--- config.mk ---
export PLATFORM = sky130hd
export DESIGN_NAME = regfile_wb_arbiter
export DESIGN_NICKNAME = d
export VERILOG_FILES = /design/src/rtl/regfile_wb_arbiter.sv
export SDC_FILE = /design/constraint.sdc
export NUM_CORES = 1
export LEC_CHECK = 0
export ABC_AREA = 1
export BUFFER_PORTS_ARGS = -buffer_cell sky130_fd_sc_hd__buf_2
export CORE_UTILIZATION = 45
export CTS_CLUSTER_SIZE = 40
export DETAILED_ROUTE_END_ITERATION = 6
export GPL_ROUTABILITY_DRIVEN = 0
export PLACE_DENSITY = 0.81
export SETUP_SLACK_MARGIN = 0.3
export SLEW_MARGIN = 20
export SYNTH_ARGS = -nofsm -noshare
export SYNTH_HDL_FRONTEND = slang
export SYNTH_SLANG_ARGS = --single-unit
--- constraint.sdc ---
create_clock -name clk -period 2.45 [get_ports clk]
set_clock_uncertainty 0.1 [all_clocks]
set_input_delay 0.3675 -clock clk [delete_from_list [all_inputs] [get_ports clk]]
set_output_delay 0.3675 -clock clk [all_outputs]
set_load 0.02 [all_outputs]
--- src/rtl/regfile_wb_arbiter.sv ---
// rtl/regfile_wb_arbiter.sv - register file writeback arbiter with load scoreboard (optional REGFILE_WB_BYPASS_EN)
module regfile_wb_arbiter #(
  parameter bit LD_PRIORITY = 1'b1,
  parameter int WAIT_MAX    = 4
) (
  input  logic        clk,
  input  logic        rst,
  input  logic        alu_valid,
  input  logic [4:0]  alu_rd,
  input  logic [31:0] alu_data,
  output logic        alu_ready,
  input  logic        ld_issue,
  input  logic [4:0]  ld_issue_rd,
  input  logic        ld_valid,
  input  logic [4:0]  ld_rd,
  input  logic [31:0] ld_data,
  output logic        ld_ready,
  input  logic [4:0]  rs1,
  input  logic [4:0]  rs2,
  output logic        stall,
  output logic [31:0] busy,
  output logic        write,
  output logic [4:0]  rd,
  output logic [31:0] reg_write,
  output logic        fwd1_valid,
  output logic        fwd2_valid,
  output logic [31:0] fwd1_data,
  output logic [31:0] fwd2_data
);

  localparam logic [3:0] WAIT_LIM = 4'(WAIT_MAX);

  logic [3:0]  wait_cnt;
  logic        alu_elig;
  logic        ld_elig;
  logic        starved;
  logic        alu_win;
  logic        ld_win;
  logic        lo_valid;
  logic        lo_win;
  logic [4:0]  grant_rd;
  logic [31:0] grant_data;
  logic [31:0] busy_next;

  // An ALU write to a register still owed a load would overtake that load.
  assign alu_elig = alu_valid && !busy[alu_rd];
  assign ld_elig  = ld_valid;
  assign starved  = (wait_cnt == WAIT_LIM);

  always_comb begin
    alu_win = 1'b0;
    ld_win  = 1'b0;
    if (alu_elig && ld_elig) begin
      if (LD_PRIORITY ^ starved) ld_win = 1'b1;
      else                       alu_win = 1'b1;
    end else if (ld_elig) begin
      ld_win = 1'b1;
    end else if (alu_elig) begin
      alu_win = 1'b1;
    end
  end

  assign alu_ready  = alu_win;
  assign ld_ready   = ld_win;
  assign lo_valid   = LD_PRIORITY ? alu_valid : ld_valid;
  assign lo_win     = LD_PRIORITY ? alu_win : ld_win;
  assign grant_rd   = ld_win ? ld_rd : alu_rd;
  assign grant_data = ld_win ? ld_data : alu_data;

  // Set is applied after clear so a same-cycle reissue keeps the bit.
  always_comb begin
    busy_next = busy;
    if (ld_win) busy_next[ld_rd] = 1'b0;
    if (ld_issue && ld_issue_rd != 5'd0) busy_next[ld_issue_rd] = 1'b1;
    busy_next[0] = 1'b0;
  end

  always_ff @(posedge clk or negedge rst) begin
    if (!rst) begin
      wait_cnt  <= 4'd0;
      busy      <= 32'd0;
      write     <= 1'b0;
      rd        <= 5'd0;
      reg_write <= 32'd0;
    end else begin
      busy <= busy_next;
      if (lo_win || !lo_valid) wait_cnt <= 4'd0;
      else if (alu_elig && ld_elig && !starved) wait_cnt <= wait_cnt + 4'd1;
      write <= (alu_win || ld_win) && (grant_rd != 5'd0);
      if ((alu_win || ld_win) && grant_rd != 5'd0) begin
        rd        <= grant_rd;
        reg_write <= grant_data;
      end
    end
  end

  assign stall = busy[rs1] | busy[rs2];

`ifdef REGFILE_WB_BYPASS_EN
  assign fwd1_valid = write && (rd != 5'd0) && (rd == rs1);
  assign fwd2_valid = write && (rd != 5'd0) && (rd == rs2);
  assign fwd1_data  = fwd1_valid ? reg_write : 32'd0;
  assign fwd2_data  = fwd2_valid ? reg_write : 32'd0;
`else
  assign fwd1_valid = 1'b0;
  assign fwd2_valid = 1'b0;
  assign fwd1_data  = 32'd0;
  assign fwd2_data  = 32'd0;
`endif

endmodule

==> results_tabular.tex, run 1 <==
\begin{tabular}{lr}
\hline
Metric & Value \\
\hline
\multicolumn{2}{l}{\textbf{Logic synthesis}} \\
Number of flip-flops and latches in the synthesized netlist & 73 \\
Synthesized area per cell & 6.83 um\^{}2 \\
Share of synthesized area occupied by flip-flops and latches & 35.9\% \\
Library cells used by synthesis & 38 \\
Cell count after synthesis & about 750 \\
Most common flop cell mapped by yosys & dfrtp\_1 \\
Number of warning messages in the yosys log & 0 \\
Fraction of registers with async set or reset after synthesis & 100\% \\
Post-Syn Area & a little over 5000 um\^{}2 \\
EDFF count, synth & 0 \\
\multicolumn{2}{l}{\textbf{Clocking}} \\
Number of buffers created by CTS & 9 \\
Maximum clock insertion buffer count & 2 \\
Clock Sinks & 73 \\
Clock network latency to the later pin of the worst-skew pair & 0.33 ns \\
H-tree lvl count & 3 \\
Clk pin slew, worst setup/hold paths & 0.06 ns \\
Clock tree from TritonCTS & yes \\
Library cell used as clock root buffer & clkbuf\_16 \\
\multicolumn{2}{l}{\textbf{Timing}} \\
Pins Over Slew Limit & 0 \\
Post-route fraction of the period consumed by the critical path & 99.5\% \\
Worst slack on hold paths & 0.260 ns \\
Unrepaired setup endpoints after global routing & true \\
Final-report setup violation count & 0 \\
Final hold viol count & 0 \\
Highest clock rate & 410 MHz \\
Min cycle time layout & 2.44 ns \\
\multicolumn{2}{l}{\textbf{Placement}} \\
\# port buffers & 165 \\
Cell area after placement & 5960 um\^{}2 \\
Detail Placement HPWL & around 12 mm \\
\multicolumn{2}{l}{\textbf{Min path}} \\
Kind of path behind the tightest hold check & primary input to flip-flop \\
Number of cells traversed by the worst hold path & 5 \\
\multicolumn{2}{l}{\textbf{GRT}} \\
Maximum number of pins on one net before global-route repair & 74 \\
Via count of the first global-routing pass & 5120 \\
Number of antenna violations at the first check in global routing & 0 \\
First-pass GRT wire length & 25.5 mm \\
Overflow after GRT & 0 \\
Total Routing Usage GR & 28.2\% \\
\multicolumn{2}{l}{\textbf{Cells and area}} \\
Share of layout cells above drive strength 1 & 33.0\% \\
Final cell area excluding filler cells & 6770 um\^{}2 \\
Post-layout net count & 1051 \\
Util after Layout & 61.9\% \\
Area growth from synthesis to layout & 33.0\% \\
Count of antenna diodes in the layout & 0 \\
\multicolumn{2}{l}{\textbf{Pwr}} \\
Areal power density over the cells & 724 nW/um\^{}2 \\
VDD IR max & roughly 0.38 mV \\
Tot Pwr & 4.90 mW \\
Static leakage & 3.74 nW \\
\multicolumn{2}{l}{\textbf{Flow run}} \\
Max-capacitance violation count & 0 \\
\multicolumn{2}{l}{\textbf{Worst setup path}} \\
Cell count of the worst reg-to-reg path & 19 \\
Required time of the critical path & between 2 and 3 ns \\
Slowest cell on the critical path & dfrtp\_1 \\
Kind of critical path & flip-flop to flip-flop \\
Delay-heaviest family, CP & simple AND/OR/NAND/NOR gates \\
Critical path's largest stage delay & 0.43 ns \\
Worst path arrival time & 2.61 ns \\
Crit path buffers/inverters & 5 \\
Crit path launch type & flip-flop \\
Top fanout value on the critical path & 5 \\
Worst path depth & 19 \\
Cell repeated most along the worst path & nand2\_2 \\
Critical-path cell list & inv\_2 > nand2\_1 > nand3\_1 > nand3\_1 > nand3\_2 > nand3\_2 > nand2\_2 > nand3\_4 > nand2\_4 > buf\_6 > nand2\_2 > o21ai\_2 > nand2\_2 > o21bai\_4 > buf\_6 > buf\_6 > clkbuf\_16 > nand2\_2 > nand2\_1 \\
Endpoint class of the critical path & flip-flop \\
\multicolumn{2}{l}{\textbf{Detailed routing}} \\
Via/cell ratio & 5.34 \\
First-pass detailed-route iteration total & 5 \\
Final routed wire length divided by cell count & 15.7 um \\
Wire length reported by the detailed router & 17.3 mm \\
Number of nets still failing antenna checks after routing & 0 \\
Number of DRC markers after the initial detailed-route iteration & 721 \\
Number of design rule violations left after detail routing & 0 \\
Vias & 5875 \\
\multicolumn{2}{l}{\textbf{Die}} \\
Effective utilization at floorplan & 46.5\% \\
IO Count & 233 \\
Die Wd & 108 um \\
Total die area & 11700 um\^{}2 \\
Core region area & 10900 um\^{}2 \\
Std-Cell Rows & 38 \\
Die outline height & 108 um \\
\multicolumn{2}{l}{\textbf{Outcome}} \\
Outcome & complete, no violations \\
\hline
\end{tabular}
==> where the power goes <==
group	switching, mW	internal, mW	total (mW)
registers	0.180	1.43	1.61
logic	1.27	0.740	2.01
clock network	0.525	0.746	1.27
==> per-stage QoR <==
step / setup TNS [ns] / std cells / worst slack, ns
after floorplan: 0 / 811 / 0.288
after global placement: 0 / 1048 / 0.00846
after detailed placement: -1.74 / 1048 / -0.0655
after CTS: 0 / 1088 / 0.146
after global routing: -1.33 / 1100 / -0.0704
final: 0 / 1100 / 0.0111
==> path summary, 6_finish.rpt <==
kind,startpoint,endpoint,slack [ns]
max,busy[9],reg_write[21],0.01
max reg2reg,busy[9],reg_write[21],0.01
max in group asynchronous,rst,busy[26],1.44
min,alu_data[4],reg_write[4],0.26
min in group asynchronous,rst,busy[17],0.48
min reg2reg,reg_write[11],reg_write[11],0.36
==> sequential cells by signal, indices dropped and copies added, names as in the netlist <==
name	count
write	1
wait_cnt	4
rd	5
reg_write	32
busy	31
==> cells in the final DEF (no fill, tap or decap), types with 2 or more instances in the layout <==
cell type / n
nand2_1: 224
buf_2: 160
nand3_1: 76
o21ai_0: 72
dfrtp_1: 71
conb_1: 67
inv_1: 49
buf_4: 49
nand2_2: 33
a21oi_1: 25
nor2_1: 19
o21ai_1: 14
inv_2: 13
clkbuf_16: 10
nand3_2: 9
buf_6: 8
o211ai_1: 6
buf_12: 6
o21ai_2: 4
inv_6: 3
nor3_1: 3
o22ai_1: 2
nand4_1: 2
clkinv_2: 2
ha_1: 2
dfrtp_2: 2
clkinvlp_4: 2
clkbuf_8: 2
buf_16: 2
==> synthesized netlist by cell type, types with 2 or more instances <==
master    number  area share (%)
a21oi_1       26             2.6
a221oi_1       2            0.34
buf_2         11             1.1
buf_4         67             9.9
buf_6          5             1.1
clkbuf_1      11            0.81
clkinv_1       2            0.15
dfrtp_1       73              36
ha_1           2            0.49
inv_1         63             4.6
nand2_1      244              18
nand2_2       13             1.6
nand3_1       85             8.4
nand4_1        2            0.25
nor2_1        20             1.5
nor3_1         3            0.29
o211ai_1       6            0.88
o21ai_0       89             8.8
o22ai_1        2            0.25
==> worst reg2reg max path, delay by kind of cell (launching register included) <==
family          cells  cell delay [ns]
compound gates      2             0.28
buf+inv             5             0.57
flops               1             0.43
simple gates       12             1.01
==> layer usage <==
layer  GRT usage, %  vias up  wire, um
met2           44.5      408      8170
met5              0        -         0
li1               -     2709         -
met1           36.5     2677      6440
met3           6.81       81      1970
met4           13.4        0       743
==> repair_timing <==
item | in CTS | in global routing
cloned | 2 | 1
endpoints found under the setup margin | 42 | 72
pin swaps | 12 | 15
hold buffers | 1 | 0
endpoints found under the hold margin | 73 | 0
gates resized for setup | 43 | 47
setup buffers | 21 | 11
==> cells by family (layout without fill, tap and decap cells) <==
group	Yosys count	count (layout)	synth area share, %
DFF	73	73	35.9
xor gates and xnor gates	1	1	0.172
buffers and inverters	163	312	18.3
and+or+nand+nor	371	371	30.8
adders and majority gates	2	2	0.492
other	1	67	0.0737
AOI/OAI and AO/OA	134	134	14.3
==> final cells by class <==
type | instances | area, um^2
Fill cell | 933 | 4170
Multi-Input combinational cell | 575 | 2710
Sequential cell | 73 | 1830
Timing Repair Buffer | 229 | 1490
Inverter | 67 | 268
Clock buffer | 11 | 253
Tap cell | 140 | 175
Clock inverter | 5 | 37.5
(Power assumes the default switching activity.)
==> run 2: changes to the inputs <==
--- a/config.mk
+++ b/config.mk
@@ -8,6 +8,7 @@
 export ABC_AREA = 1
 export BUFFER_PORTS_ARGS = -buffer_cell sky130_fd_sc_hd__buf_2
 export CORE_UTILIZATION = 45
+export CTS_BUF_LIST = sky130_fd_sc_hd__clkbuf_4 sky130_fd_sc_hd__clkbuf_8
 export CTS_CLUSTER_SIZE = 40
 export DETAILED_ROUTE_END_ITERATION = 6
 export GPL_ROUTABILITY_DRIVEN = 0
==> run 2 against run 1 <==
Against the previous run:
- the flow now finishes with violations (DRC, setup timing)
- combinational power is 5% higher
- utilization is 2.8 points higher
- global-route usage is 1.7 points lower
- die area stayed put
- largest cell class unchanged
==> results_tabular.tex, run 2 (synthesis results as in run 1) <==
\begin{tabular}{lr}
\hline
Metric & Value \\
\hline
\multicolumn{2}{l}{\textbf{Outcome}} \\
Outcome & complete, but fails checks \\
Failing checks & DRC, setup timing \\
\multicolumn{2}{l}{\textbf{Cells and area}} \\
Area growth from synthesis to layout & 39.1\% \\
Total area of multi-input combinational cells & 3000 um\^{}2 (+10\%) \\
Commonest non-fill, non-tap cell in the layout & nand2\_1 \\
Share of layout cells above drive strength 1 & 38.0\% (+5.0 points) \\
Count of antenna diodes in the layout & 0 (unchanged) \\
Register with the highest flop count & reg\_write \\
Number of flip-flops under the largest register name & 32 (unchanged) \\
Biggest regs & reg\_write (32), busy (31), rd (5) \\
Post-layout net count & 1056 (+0.48\%) \\
Highest-count cells in the layout ignoring fill and taps & nand2\_1, buf\_2, o21ai\_0, dfrtp\_1, conb\_1 \\
Filler cell count in the final layout & 861 (-7.7\%) \\
Sequential Area & 1830 um\^{}2 (unchanged) \\
Number of non-filler instances in the completed layout & 1105 (+0.45\%) \\
\multicolumn{2}{l}{\textbf{Clocking}} \\
Clk pin slew, worst setup/hold paths & 0.09 ns (+0.03 ns) \\
Clock tree from TritonCTS & yes \\
Clock Sinks & 73 (unchanged) \\
H-tree lvl count & 3 (unchanged) \\
Library cell used as clock root buffer & clkbuf\_8 \\
Maximum clock insertion buffer count & 2 (unchanged) \\
Clock network latency to the later pin of the worst-skew pair & 0.36 ns (+0.03 ns) \\
Number of buffers created by CTS & 9 (unchanged) \\
\multicolumn{2}{l}{\textbf{Worst setup path}} \\
Register-to-register setup slack & -0.12 ns (-0.13 ns) \\
Launch point of the worst reg-to-reg path & busy[10] \\
Cell count of the worst reg-to-reg path & 18 (-1) \\
Slowest cell on the critical path & dfrtp\_1 \\
Capture point of the worst reg-to-reg path & reg\_write[14] \\
Endpoint class of the critical path & flip-flop \\
Worst path arrival time & 2.77 ns (+0.16 ns) \\
Start point of the critical path & busy[10] \\
Critical-path cell list & inv\_2 > nand2\_1 > nand3\_1 > nand3\_2 > nand3\_2 > nand3\_2 > nand2\_2 > nand3\_4 > nand2\_4 > buf\_8 > nand2\_4 > nand2\_4 > nand3\_4 > o21bai\_4 > buf\_6 > clkbuf\_16 > nand2\_2 > nand2\_1 \\
Top fanout value on the critical path & 13 (+8) \\
Capturing instance or port of the critical path & reg\_write[14] \\
Critical path's largest stage delay & 0.44 ns (about the same) \\
Crit path launch type & flip-flop \\
Required time of the critical path & 2.65 ns (+0.03 ns) \\
Kind of critical path & flip-flop to flip-flop \\
\multicolumn{2}{l}{\textbf{GRT}} \\
Total Routing Usage GR & 26.5\% (-1.7 points) \\
Overflow after GRT & 0 (unchanged) \\
Met2 track demand over resource & 41.2\% (-3.3 points) \\
Number of antenna violations at the first check in global routing & 0 (unchanged) \\
First-pass GRT wire length & 24.2 mm (-5.3\%) \\
Via count of the first global-routing pass & 4964 (-3.0\%) \\
Most used routing layer in global routing & met2 \\
GR Util met3 & 6.45\% (-0.36 points) \\
Met1 track demand over resource & 35.5\% (-0.97 points) \\
Maximum number of pins on one net before global-route repair & 74 (unchanged) \\
\multicolumn{2}{l}{\textbf{Placement}} \\
Number of placed instances with taps included & 1048 (unchanged) \\
\# port buffers & 165 (unchanged) \\
Detail Placement HPWL & 11.7 mm (unchanged) \\
\multicolumn{2}{l}{\textbf{Timing}} \\
Post-route fraction of the period consumed by the critical path & 105\% (+5.3 points) \\
Final-report setup violation count & 30 (+30) \\
Final hold viol count & 0 (unchanged) \\
Min cycle time layout & 2.57 ns (+0.130 ns) \\
Worst setup margin & -0.119 ns (-0.130 ns) \\
Unrepaired setup endpoints after global routing & true \\
Worst slack on hold paths & 0.224 ns (-0.0356 ns) \\
Highest clock rate & 389 MHz (-5.1\%) \\
Pins Over Slew Limit & 0 (unchanged) \\
\multicolumn{2}{l}{\textbf{Pwr}} \\
Static leakage & 3.94 nW (+5.3\%) \\
Areal power density over the cells & 659 nW/um\^{}2 (-8.9\%) \\
Tot Pwr & 4.67 mW (-4.7\%) \\
VDD IR max & 0.329 mV (-14\%) \\
\multicolumn{2}{l}{\textbf{Detailed routing}} \\
Vias & 6187 (+5.3\%) \\
Number of design rule violations left after detail routing & 6 (+6) \\
First-pass detailed-route iteration total & 7 (+2) \\
Wire length reported by the detailed router & 19.0 mm (+9.8\%) \\
Number of nets still failing antenna checks after routing & 0 (unchanged) \\
Number of DRC markers after the initial detailed-route iteration & 940 (+30\%) \\
Via/cell ratio & 5.60 (+4.8\%) \\
Final routed wire length divided by cell count & 17.2 um (+9.3\%) \\
\multicolumn{2}{l}{\textbf{Die}} \\
Effective utilization at floorplan & 46.5\% (unchanged) \\
Core region area & 10900 um\^{}2 (unchanged) \\
Die outline height & 108 um (unchanged) \\
IO Count & 233 (unchanged) \\
Die Wd & 108 um (unchanged) \\
Total die area & 11700 um\^{}2 (unchanged) \\
Std-Cell Rows & 38 (unchanged) \\
\multicolumn{2}{l}{\textbf{Flow run}} \\
Max-capacitance violation count & 0 (unchanged) \\
\multicolumn{2}{l}{\textbf{Min path}} \\
Kind of path behind the tightest hold check & primary input to flip-flop \\
\hline
\end{tabular}
[run 2: worst min path at each step]
| stage | slack [ns] | depth (start not counted) | start | to |
|---|---|---|---|---|
| CTS | 0.22 | 3 | ld_issue_rd[1] | busy[23] |
| detailed placement | 0.31 | 2 | rst | busy[17] |
| floorplan | -0.03 | 0 | rst | busy[10] |
| finish | 0.22 | 5 | alu_data[4] | reg_write[4] |
| global placement | 0.31 | 2 | rst | busy[19] |
| global route | 0.23 | 3 | ld_issue_rd[1] | busy[23] |
[run 2: worst max-delay path: cells and delay by family (launching register included)]
kind | cells | cell delay (ns)
DFF | 1 | 0.44
and+or+nand+nor | 13 | 1.13
AOI/OAI and AO/OA | 1 | 0.23
buffers and inverters | 4 | 0.61
[run 2: power by group]
| part | internal [mW] | switching [mW] |
|---|---|---|
| Combinational | 0.777 | 1.34 |
| Clock | 0.428 | 0.488 |
| Sequential | 1.43 | 0.205 |
[run 2: cell type report]
cell class                      count  area share, %
Multi-Input combinational cell    575           42.4
Sequential cell                    73           25.8
Timing Repair Buffer              234           22.8
Inverter                           67           3.89
Tap cell                          140           2.47
Clock buffer                       11           2.14
Clock inverter                      5          0.530
[run 2: repair_timing]
item | 4_1_cts | 5_1_grt
hold buffers | 1 | 0
pin swaps | 10 | 37
resized for setup | 31 | 127
endpoints found under the hold margin | 73 | 0
cloned | 1 | 8
setup buffers | 18 | 13
setup endpoints to repair | 42 | 72
[run 2: metrics by stage]
| stage | instance area [um^2] | worst slack, ns | setup TNS, ns | util (%) |
|---|---|---|---|---|
| 2_1_floorplan | 5360 | 0.288 | 0 | - |
| 6_report | 7080 | -0.119 | -1.40 | 64.7 |
| 3_5_place_dp | 5960 | -0.0655 | -1.74 | 54.5 |
| 4_1_cts | 6390 | 0.164 | 0 | 58.4 |
| 5_1_grt | 7080 | -0.162 | -2.96 | 64.7 |
| 3_3_place_gp | 5960 | 0.00846 | 0 | 54.5 |
[run 2: routing by layer]
layer / vias up / share of wire [%]
li1: 2704 / -
met1: 2807 / 35
met2: 549 / 46
met3: 127 / 13
met4: 0 / 5.5
met5: - / 0
